==> src/rtl/tsfm_seq_pkg.sv <==
// Shared types and constants for the Turbosound-FM write sequencer.
package tsfm_seq_pkg;

  // Bus-phase sequencer states; RD_ON is only reachable when reads are built in.
  typedef enum logic [3:0] {
    IDLE,
    SEL_ON,
    SEL_GAP,
    ADR_ON,
    ADR_GAP,
    ADR_WAIT,
    DAT_ON,
    DAT_GAP,
    DAT_WAIT,
    RD_ON
  } seq_state_e;

  localparam logic [7:0] SEL_PREFIX   = 8'hF8;
  localparam logic [7:0] FM_ADDR_BASE = 8'h10;

  // One latched register transaction.
  typedef struct packed {
    logic       chip;
    logic [7:0] addr;
    logic [7:0] data;
    logic       rd;
  } txn_t;

  // Select word understood by the Turbosound-FM block: low bits carry
  // FM-disable, status-select and chip number.
  function automatic logic [7:0] sel_word(input logic fm_en, input logic stat,
                                          input logic chip);
    return SEL_PREFIX | {5'b0, ~fm_en, stat, chip};
  endfunction

  // Addresses from 0x10 upward belong to the FM part and need busy waits.
  function automatic logic is_fm(input logic [7:0] addr);
    return addr >= FM_ADDR_BASE;
  endfunction

endpackage

==> src/rtl/tsfm_write_sequencer_timer.sv <==
// tsfm_phase_timer: loadable down-counter timing the ON, GAP and WAIT phases.
// In CLK mode it decrements every cycle; in CE mode only on CE pulses.
// It saturates at zero and done is high while the count is zero.
module tsfm_phase_timer #(
  parameter int CNT_W = 8
) (
  input  logic             CLK,
  input  logic             RESET_N,
  input  logic             CE,
  input  logic             load,
  input  logic             ce_mode,
  input  logic [CNT_W-1:0] load_val,
  output logic             done
);

  logic [CNT_W-1:0] cnt_q;
  logic             ce_mode_q;

  // Load a new phase length, otherwise count down towards zero.
  always_ff @(posedge CLK or negedge RESET_N) begin
    // NOTE: state is written with <= so every flop samples pre-edge values.
    if (!RESET_N) begin
      cnt_q     <= '0;
      ce_mode_q <= 1'b0;
    end else if (load) begin
      cnt_q     <= load_val;
      ce_mode_q <= ce_mode;
    end else if ((cnt_q != '0) && (!ce_mode_q || CE)) begin
      cnt_q <= cnt_q - CNT_W'(1);
    end
  end

  assign done = (cnt_q == '0);

endmodule

==> src/rtl/tsfm_write_sequencer.sv <==
// tsfm_write_sequencer: arbitrates two register-write requesters and turns
// each transaction into BDIR/BC/DI bus phases for the Turbosound-FM block,
// holding off for YM2203 busy time after FM accesses.
// Optional build macro TSFM_SEQ_READ_EN adds port-A register reads.
module tsfm_write_sequencer #(
  parameter int PULSE_CLKS   = 4,
  parameter int GAP_CLKS     = 4,
  parameter int ADDR_WAIT_CE = 17,
  parameter int DATA_WAIT_CE = 83
) (
  input  logic       CLK,
  input  logic       RESET_N,
  input  logic       CE,
  input  logic       fm_enable,
  input  logic       stat_sel,
  input  logic       a_req,
  output logic       a_ack,
  input  logic       a_chip,
  input  logic [7:0] a_addr,
  input  logic [7:0] a_data,
`ifdef TSFM_SEQ_READ_EN
  input  logic       a_rd,
  output logic [7:0] a_rdata,
  input  logic [7:0] DO,
`endif
  input  logic       b_req,
  output logic       b_ack,
  input  logic       b_chip,
  input  logic [7:0] b_addr,
  input  logic [7:0] b_data,
  output logic       BDIR,
  output logic       BC,
  output logic [7:0] DI,
  output logic       busy
);

  import tsfm_seq_pkg::*;

  localparam int MAX_PH  = (PULSE_CLKS > GAP_CLKS) ? PULSE_CLKS : GAP_CLKS;
  localparam int MAX_WT  = (ADDR_WAIT_CE > DATA_WAIT_CE) ? ADDR_WAIT_CE : DATA_WAIT_CE;
  localparam int CNT_W   = $clog2(((MAX_PH > MAX_WT) ? MAX_PH : MAX_WT) + 1);
  localparam logic [CNT_W-1:0] PULSE_LD = CNT_W'(PULSE_CLKS - 1);
  localparam logic [CNT_W-1:0] GAP_LD   = CNT_W'(GAP_CLKS - 1);
  localparam logic [CNT_W-1:0] ADR_LD   = CNT_W'(ADDR_WAIT_CE);
  localparam logic [CNT_W-1:0] DAT_LD   = CNT_W'(DATA_WAIT_CE);

  seq_state_e state_q, state_d;
  txn_t       txn_q, win;
  logic       fm_q, stat_q, owner_b_q;
  logic       sel_valid_q, cur_chip_q, cur_fm_q, cur_stat_q;
  logic [2:0] b_loss_q;
  logic       grant_a, grant_b, grant_any, need_sel;
  logic       tmr_load, tmr_ce_mode, tmr_done, txn_done;
  logic [CNT_W-1:0] tmr_val;

  // Arbitration: A has priority unless B has lost four times in a row.
  always_comb begin
    grant_b   = (state_q == IDLE) && b_req && (!a_req || (b_loss_q == 3'd4));
    grant_a   = (state_q == IDLE) && a_req && !grant_b;
    grant_any = grant_a || grant_b;
  end

  // Winner's fields and whether the target's select state must be refreshed.
  always_comb begin
    win = '0;
    if (grant_b) begin
      win.chip = b_chip;
      win.addr = b_addr;
      win.data = b_data;
    end else begin
      win.chip = a_chip;
      win.addr = a_addr;
      win.data = a_data;
`ifdef TSFM_SEQ_READ_EN
      win.rd   = a_rd;
`endif
    end
    need_sel = !sel_valid_q || (win.chip != cur_chip_q) ||
               (fm_enable != cur_fm_q) || (stat_sel != cur_stat_q);
  end

  // Next-state logic and phase-timer loading.
  always_comb begin
    // NOTE: defaults first so no path through the case leaves a latch.
    state_d     = state_q;
    tmr_load    = 1'b0;
    tmr_ce_mode = 1'b0;
    tmr_val     = '0;
    txn_done    = 1'b0;
    unique case (state_q)
      IDLE: if (grant_any) begin
        tmr_load = 1'b1;
        tmr_val  = PULSE_LD;
        state_d  = need_sel ? SEL_ON : ADR_ON;
      end
      SEL_ON: if (tmr_done) begin
        tmr_load = 1'b1;
        tmr_val  = GAP_LD;
        state_d  = SEL_GAP;
      end
      SEL_GAP: if (tmr_done) begin
        tmr_load = 1'b1;
        tmr_val  = PULSE_LD;
        state_d  = ADR_ON;
      end
      ADR_ON: if (tmr_done) begin
        tmr_load = 1'b1;
        tmr_val  = GAP_LD;
        state_d  = ADR_GAP;
      end
      ADR_GAP: if (tmr_done) begin
        tmr_load    = 1'b1;
        tmr_ce_mode = 1'b1;
        tmr_val     = is_fm(txn_q.addr) ? ADR_LD : '0;
        state_d     = ADR_WAIT;
      end
      ADR_WAIT: if (tmr_done) begin
        tmr_load = 1'b1;
        tmr_val  = PULSE_LD;
        state_d  = txn_q.rd ? RD_ON : DAT_ON;
      end
      DAT_ON: if (tmr_done) begin
        tmr_load = 1'b1;
        tmr_val  = GAP_LD;
        state_d  = DAT_GAP;
      end
      DAT_GAP: if (tmr_done) begin
        tmr_load    = 1'b1;
        tmr_ce_mode = 1'b1;
        // With FM disabled the target drops the write, so no busy time follows.
        tmr_val     = (is_fm(txn_q.addr) && fm_q) ? DAT_LD : '0;
        state_d     = DAT_WAIT;
      end
      DAT_WAIT, RD_ON: if (tmr_done) begin
        txn_done = 1'b1;
        state_d  = IDLE;
      end
      default: state_d = IDLE;
    endcase
  end

  // State register.
  always_ff @(posedge CLK or negedge RESET_N) begin
    if (!RESET_N) state_q <= IDLE;
    else          state_q <= state_d;
  end

  // Latch the winning transaction and the config it will be issued with.
  always_ff @(posedge CLK or negedge RESET_N) begin
    if (!RESET_N) begin
      txn_q     <= '0;
      fm_q      <= 1'b0;
      stat_q    <= 1'b1;
      owner_b_q <= 1'b0;
    end else if (grant_any) begin
      txn_q     <= win;
      fm_q      <= fm_enable;
      stat_q    <= stat_sel;
      owner_b_q <= grant_b;
    end
  end

  // Shadow of the target's select state, committed once SEL_ON completes.
  always_ff @(posedge CLK or negedge RESET_N) begin
    if (!RESET_N) begin
      sel_valid_q <= 1'b0;
      cur_chip_q  <= 1'b1;
      cur_fm_q    <= 1'b0;
      cur_stat_q  <= 1'b1;
    end else if ((state_q == SEL_ON) && tmr_done) begin
      sel_valid_q <= 1'b1;
      cur_chip_q  <= txn_q.chip;
      cur_fm_q    <= fm_q;
      cur_stat_q  <= stat_q;
    end
  end

  // Count consecutive arbitrations B lost to A.
  always_ff @(posedge CLK or negedge RESET_N) begin
    if (!RESET_N)                b_loss_q <= 3'd0;
    else if (grant_b)            b_loss_q <= 3'd0;
    else if (grant_a && b_req)   b_loss_q <= b_loss_q + 3'd1;
  end

  // One-cycle acknowledge to the owner, in the first cycle back in IDLE.
  always_ff @(posedge CLK or negedge RESET_N) begin
    if (!RESET_N) begin
      a_ack <= 1'b0;
      b_ack <= 1'b0;
    end else begin
      a_ack <= txn_done && !owner_b_q;
      b_ack <= txn_done && owner_b_q;
    end
  end

`ifdef TSFM_SEQ_READ_EN
  // Capture the target's read data on the last RD_ON cycle.
  always_ff @(posedge CLK or negedge RESET_N) begin
    if (!RESET_N)                             a_rdata <= 8'h00;
    else if ((state_q == RD_ON) && tmr_done)  a_rdata <= DO;
  end
`endif

  // Bus phase decode; DI stays valid through each ON phase and its GAP.
  always_comb begin
    BDIR = 1'b0;
    BC   = 1'b0;
    DI   = 8'h00;
    unique case (state_q)
      SEL_ON:   begin BDIR = 1'b1; BC = 1'b1; DI = sel_word(fm_q, stat_q, txn_q.chip); end
      SEL_GAP:  DI = sel_word(fm_q, stat_q, txn_q.chip);
      ADR_ON:   begin BDIR = 1'b1; BC = 1'b1; DI = txn_q.addr; end
      ADR_GAP:  DI = txn_q.addr;
      DAT_ON:   begin BDIR = 1'b1; DI = txn_q.data; end
      DAT_GAP:  DI = txn_q.data;
      RD_ON:    BC = 1'b1;
      default:  ;
    endcase
  end

  assign busy = (state_q != IDLE);

  tsfm_phase_timer #(.CNT_W(CNT_W)) u_timer (
    .CLK      (CLK),
    .RESET_N  (RESET_N),
    .CE       (CE),
    .load     (tmr_load),
    .ce_mode  (tmr_ce_mode),
    .load_val (tmr_val),
    .done     (tmr_done)
  );

endmodule
==> config.mk <==
export PLATFORM = sky130hd
export DESIGN_NAME = tsfm_write_sequencer
export DESIGN_NICKNAME = d
export VERILOG_FILES = /design/src/rtl/tsfm_seq_pkg.sv /design/src/rtl/tsfm_write_sequencer_timer.sv /design/src/rtl/tsfm_write_sequencer.sv
export SDC_FILE = /design/constraint.sdc
export NUM_CORES = 1
export LEC_CHECK = 0
export CORE_MARGIN = 2
export CORE_UTILIZATION = 50
export DETAILED_ROUTE_END_ITERATION = 6
export PLACE_DENSITY_LB_ADDON = 0.1
export SETUP_SLACK_MARGIN = 0.2
export SLEW_MARGIN = 20
export SYNTH_ARGS = -nofsm -noshare
export SYNTH_HDL_FRONTEND = slang
export SYNTH_HIERARCHICAL = 1
export SYNTH_SLANG_ARGS = --single-unit
export TNS_END_PERCENT = 30
==> constraint.sdc <==
create_clock -name CLK -period 3.4 [get_ports CLK]
set_input_delay 0.68 -clock CLK [delete_from_list [all_inputs] [get_ports CLK]]
set_output_delay 0.68 -clock CLK [all_outputs]
set_load 0.02 [all_outputs]
==> impl_metrics.toml, run 1 <==
[timing]
final-setup-viol-count = 0
period_needed_ps = 3090
hold_viol = 0
skew_ps = 6.55
fmax_ghz = 0.324
worst_slew_pin_slew_ps = 913
slew_headroom_pct = 39.1
layout_setup_ws_ps = 312
final-max-slew-violation-count = 0
fin_setup_tns_ps = 0
rsz0062_at_grt = "true"
finalCritPeriodShare_pct = 90.8
whs_ps = 463

[cells_and_area]
drive_gt1_share_pct = 12.9
n_antenna_cell = 0
area_delta_synth_final_pct = 28.4
multi_input_area_um2 = 1260
fin_area_um2 = 3060
seq_area_um2 = 1030
nets = 347
n_fill_cell = 389

[power_and_ir_drop]
irDropWorstVdd_mv = 0.503
powerDensity_nw_per_um2 = 843
p_leak_nw = 1.42

[die]
dieArea_um2 = 5340
die_h_um = 73.0
die_w_um = 73.0
initial_core_util_pct = 51.1
design.core.area_um2 = 4660
ioPinCount = 54
rows = 25

[clocking]
clk_latency_ps = 290
h-tree-depth = 2
cts_tree = "done"
clk_pin_slew_ps = 80
post-cts-setup-buffers = 0
cts.repair.resized = 0
cts.sinks = 41
ctsHoldBuffers = 0
cts_root_buffer = "clkbuf_8"
numCtsBuffers = 5
cts_buffer_depth = 2

[global_route]
gr-total-overflow = 0
grt_pass1_wl_um = 8740
antenna_found_initial = 0
grtUsageTotal_pct = 21.0
grt_start_max_net_pins = 42
first_global_vias = 1913

[worst_setup_path]
cp-start-kind = "register"
cp_slowest_cell = "clkdlybuf4s50_1"
arrival_ps = 2410
rr_worst_depth = 9
crit_fanout = 14
cp_cell_sequence = "buf_4 -> xor2_1 -> nor3b_4 -> nor2b_1 -> a221o_1 -> clkdlybuf4s50_1"
r2r_end = "u_timer/cnt_q[4]"
r2r_setup_slack_ps = 480
reg2reg_from = "u_timer/cnt_q[0]"
critPathRequiredTime_ps = 2720
critPathKind = "reg -> out"
critPathMaxStageDelay_ps = 610
crit_path_end_kind = "output pin"

[routing]
drtIter0Drc = 110
wl_per_cell_um = 14.1
drt-total-wl_um = 5020
ant_nets = 0
vias = 1966
vias_per_cell = 5.51
drc = 0
first_pass_iters = 4

[logic_synthesis]
synth_top_area_cell = "dfrtp_1"
syn_area_per_cell_um2 = 9.65
seq_area_frac_synth_pct = 43.2
yosysWarnings = 6
syn_inst = 247
ys_ff_latch = 41
synthTopCellsByArea = "dfrtp_1 (40%), mux2i_1 (7.6%), nand2_1 (5.0%)"
ys_types = 54
syn_area_um2 = 2380
postSynth.asyncResetShare_pct = 100
synth-edff-count = 0
synth_top_area_share_pct = 39.9
synth-main-ff-cell = "dfrtp_1"

[placement]
placed_area_um2 = 2960
dp_hpwl_um = 3680
port_buffers = 53
gp_congestion = 0.819
pre_cts_ws_ps = 540

[min_path]
min_from = "owner_b_q"
hold_depth = 1
whs_endpoint = "a_ack"
min_path_type = "reg -> reg"

[run_status]
outcome = "complete, no violations"

[job]
drv_cap = 0
layout make-up:
type / count / share of cell area, %
inverter: 11 / 1.35
sequential: 41 / 33.6
timing repair buffer: 60 / 18.9
clock buffer: 6 / 2.37
multi-input combinational: 183 / 41.2
tap: 54 / 2.21
clock inverter: 2 / 0.327
critical path: cells and delay by family (launching register included):
kind	cells	cell delay, ps
DFF	1	380
and+or+nand+nor	2	570
buffers and inverters	2	820
xor gates and xnor gates	1	220
AOI/OAI and AO/OA	1	120
cell usage in the layout, fill, tap and decap left out, types with 7 or more instances in the layout:
| cell | n |
|---|---|
| o21ai_1 | 18 |
| dfrtp_1 | 38 |
| mux2i_1 | 18 |
| buf_4 | 7 |
| nor2_1 | 14 |
| clkdlybuf4s50_1 | 52 |
| mux2_2 | 8 |
| inv_1 | 10 |
| nand2_1 | 32 |
| o21ai_0 | 11 |
Yosys cell counts, drive strengths merged (2+ instances only):
| cell | count |
|---|---|
| nand2 | 32 |
| nand4 | 4 |
| a31oi | 3 |
| nor2b | 4 |
| a21oi | 7 |
| nor3 | 4 |
| mux2i | 18 |
| dfrtp | 38 |
| nor4 | 4 |
| a222oi | 2 |
| nand3 | 6 |
| clkbuf | 5 |
| ha | 4 |
| a221o | 6 |
| dfstp | 3 |
| o21ai | 30 |
| nand2b | 3 |
| inv | 11 |
| xor2 | 5 |
| o21a | 2 |
| buf | 9 |
| mux2 | 11 |
| nor3b | 2 |
| nand3b | 3 |
| nor2 | 14 |
cell families after synthesis:
| family | after synthesis | synth area share, % |
|---|---|---|
| fa+ha+maj | 4 | 2.10 |
| buf+inv | 25 | 4.93 |
| compound gates | 59 | 16.4 |
| xor+xnor | 6 | 2.20 |
| flops | 41 | 43.2 |
| other cells | 1 | 0.157 |
| mux | 29 | 12.8 |
| simple gates | 82 | 18.2 |
stage by stage:
stage	power (mW)	cells	utilization, %
detailed placement	2.26	349	63.6
global route	2.79	357	65.7
finish	2.58	357	65.7
floorplan	1.78	249	-
global placement	2.24	349	63.6
CTS	2.58	357	65.4
report_power, final:
| part | leakage, nW | internal (mW) | switching [mW] |
|---|---|---|---|
| registers | 0.515 | 0.694 | 0.160 |
| logic | 0.858 | 0.676 | 0.738 |
| clock network | 0.0450 | 0.142 | 0.170 |
| total | 1.42 | 1.51 | 1.07 |
worst max-delay path by stage:
| stage | startpoint | to | slack [ps] | cells past startpoint |
|---|---|---|---|---|
| floorplan | u_timer/cnt_q[0] | u_timer/cnt_q[1] | 710 | 9 |
| global placement | u_timer/cnt_q[0] | u_timer/cnt_q[4] | 580 | 9 |
| detailed placement | u_timer/cnt_q[0] | u_timer/cnt_q[4] | 540 | 9 |
| CTS | state_q[0] | DI[2] | 260 | 6 |
| global route | state_q[0] | DI[2] | 140 | 6 |
| finish | state_q[0] | DI[2] | 310 | 6 |
sequential cells by signal, summed over array words and instances (netlist names), 3 cells and up:
name and flops:
u_timer/cnt_q 7, state_q 4, b_loss_q 3, txn_q 17
metal layers:
metal	routed length, µm	GRT usage, %	share of wire (%)	up-vias
met2	2510	34.3	50	53
met3	280	5.80	5.6	5
met4	36	4.32	0.72	0
met1	2190	28.1	44	918
met5	0	0	0	-
li1	-	-	-	990
Note: power is estimated with default switching activity, not from simulation.
==> run 2: changes to the inputs <==
Settings changed: CORE_MARGIN 2 to default.
==> impl_metrics.toml, run 2 (synthesis results as in run 1) <==
[power_and_ir_drop]
power_switching_mw = 1.07
p_leak_nw = 1.43
clockPowerShare_pct = 13.4
irDropWorstVdd_mv = 0.485
p_comb_share_pct = 53.6
powerDensity_nw_per_um2 = 853
switching_share_pct = 40.8
p_int_mw = 1.55
p_total_mw = 2.62
share_seq_of_total_power_pct = 33.0

[clocking]
numCtsBuffers = 5
cts.sinks = 41
cts_tree = "done"
cts_buffer_depth = 2
clk_pin_slew_ps = 80
clk_latency_ps = 300
cts_root_buffer = "clkbuf_8"
h-tree-depth = 2
ctsHoldBuffers = 0

[placement]
port_buffers = 53
placed_area_um2 = 2960
place_inst = 347
dp_hpwl_um = 3660
gp_congestion = 0.772

[cells_and_area]
layout_commonest_cell = "clkdlybuf4s50_1"
seq_area_um2 = 1030
n_antenna_cell = 0
drive_gt1_share_pct = 13.2
nets = 347
fin_area_um2 = 3080
largestRegisters = "txn_q x17, u_timer/cnt_q x7, state_q x4"
top_register = "txn_q"
area_delta_synth_final_pct = 29.1
postLayoutCoreUtil_pct = 68.8
largest_register_ffs = 17
n_fill_cell = 350
final_cell_mix = "clkdlybuf4s50_1 (52), dfrtp_1 (38), nand2_1 (32), mux2i_1 (18), o21ai_1 (18)"
final_cells = 355
multi_input_area_um2 = 1260

[min_path]
min_path_type = "reg -> reg"

[run_status]
failed_checks = "DRC"
outcome = "finished with violations"

[worst_setup_path]
crit_path_end_kind = "output pin"
arrival_ps = 2420
cp-start-kind = "register"
r2r_setup_slack_ps = 570
crit_fanout = 8
critPathKind = "reg -> out"
critPathRequiredTime_ps = 2720

[timing]
period_needed_ps = 3100
skew_ps = 10.6
rsz0062_at_grt = "true"
hold_viol = 0
worst_slew_pin_slew_ps = 923
fin_setup_tns_ps = 0
final-max-slew-violation-count = 0
finalCritPeriodShare_pct = 91.3
final-setup-viol-count = 0
fmax_ghz = 0.322
slew_headroom_pct = 38.5

[die]
ioPinCount = 54
die_w_um = 71.0
dieArea_um2 = 5050
design.core.area_um2 = 4470
initial_core_util_pct = 53.3
rows = 24
die_h_um = 71.0

[routing]
vias = 1983
ant_nets = 0
first_pass_iters = 7
drt-total-wl_um = 5000
vias_per_cell = 5.59
drtIter0Drc = 92
wl_per_cell_um = 14.1
drc = 2

[global_route]
grt_start_max_net_pins = 42
antenna_found_initial = 0
first_global_vias = 1922
grt_pass1_wl_um = 8740
gr-total-overflow = 0
grtUsageTotal_pct = 22.3

[job]
drv_cap = 0
run 2: cell types whose count changed in the layout (fill, tap and decap cells not counted):
cell	change
clkbuf_8	+2
clkinv_2	-1
clkbuf_1	-1
run 2: final timing paths:
check	start	end	depth (start not counted)
min	owner_b_q	a_ack	1
max in group asynchronous	RESET_N	txn_q[4]	1
max	state_q[1]	DI[0]	5
max reg2reg	u_timer/cnt_q[0]	u_timer/cnt_q[6]	9
min reg2reg	owner_b_q	a_ack	1
min in group asynchronous	RESET_N	b_loss_q[2]	1
run 2: power groups by stage:
stage                     logic [mW]  registers [mW]  clock network [mW]
after global routing            1.55           0.891               0.380
after floorplan                0.968           0.810                   0
final                           1.41           0.866               0.351
after global placement          1.37           0.862                   0
after CTS                       1.40           0.866               0.361
after detailed placement        1.39           0.872                   0
run 2: critical path: stages (launching register included):
cell	delay (ps)
dfrtp_1	460
or3b_2	530
a21oi_4	280
a222oi_1	160
inv_1	90
clkdlybuf4s50_1	600
run 2: layer usage:
layer  part of all wire (%)  up-vias  GRT usage [%]
li1                       -      990              -
met1                     45      930           28.5
met2                     49       57           38.0
met3                    4.7        6           5.56
met4                    1.0        0           6.00
met5                      0        -              0
run 2: timing repair:
item / 4_1_cts / 5_1_grt
setup endpoints to repair: 2 / 3
pin swaps: 0 / 1
gates resized for setup: 1 / 1
setup buffers: 0 / 0
run 2: cell type report:
cell class              instances  share of cell area [%]
clock buffers                   7                    3.13
clock inverters                 1                   0.163
inverters                      11                    1.34
multi-input cells             183                    41.0
flip-flops and latches         41                    33.5
well taps                      52                    2.11
repair buffers                 60                    18.8
run 2: per-stage QoR:
step,hold WS (ps),setup WS [ps]
2_1_floorplan,384,711
3_3_place_gp,441,519
3_5_place_dp,436,539
4_1_cts,458,256
5_1_grt,478,181
6_report,460,295
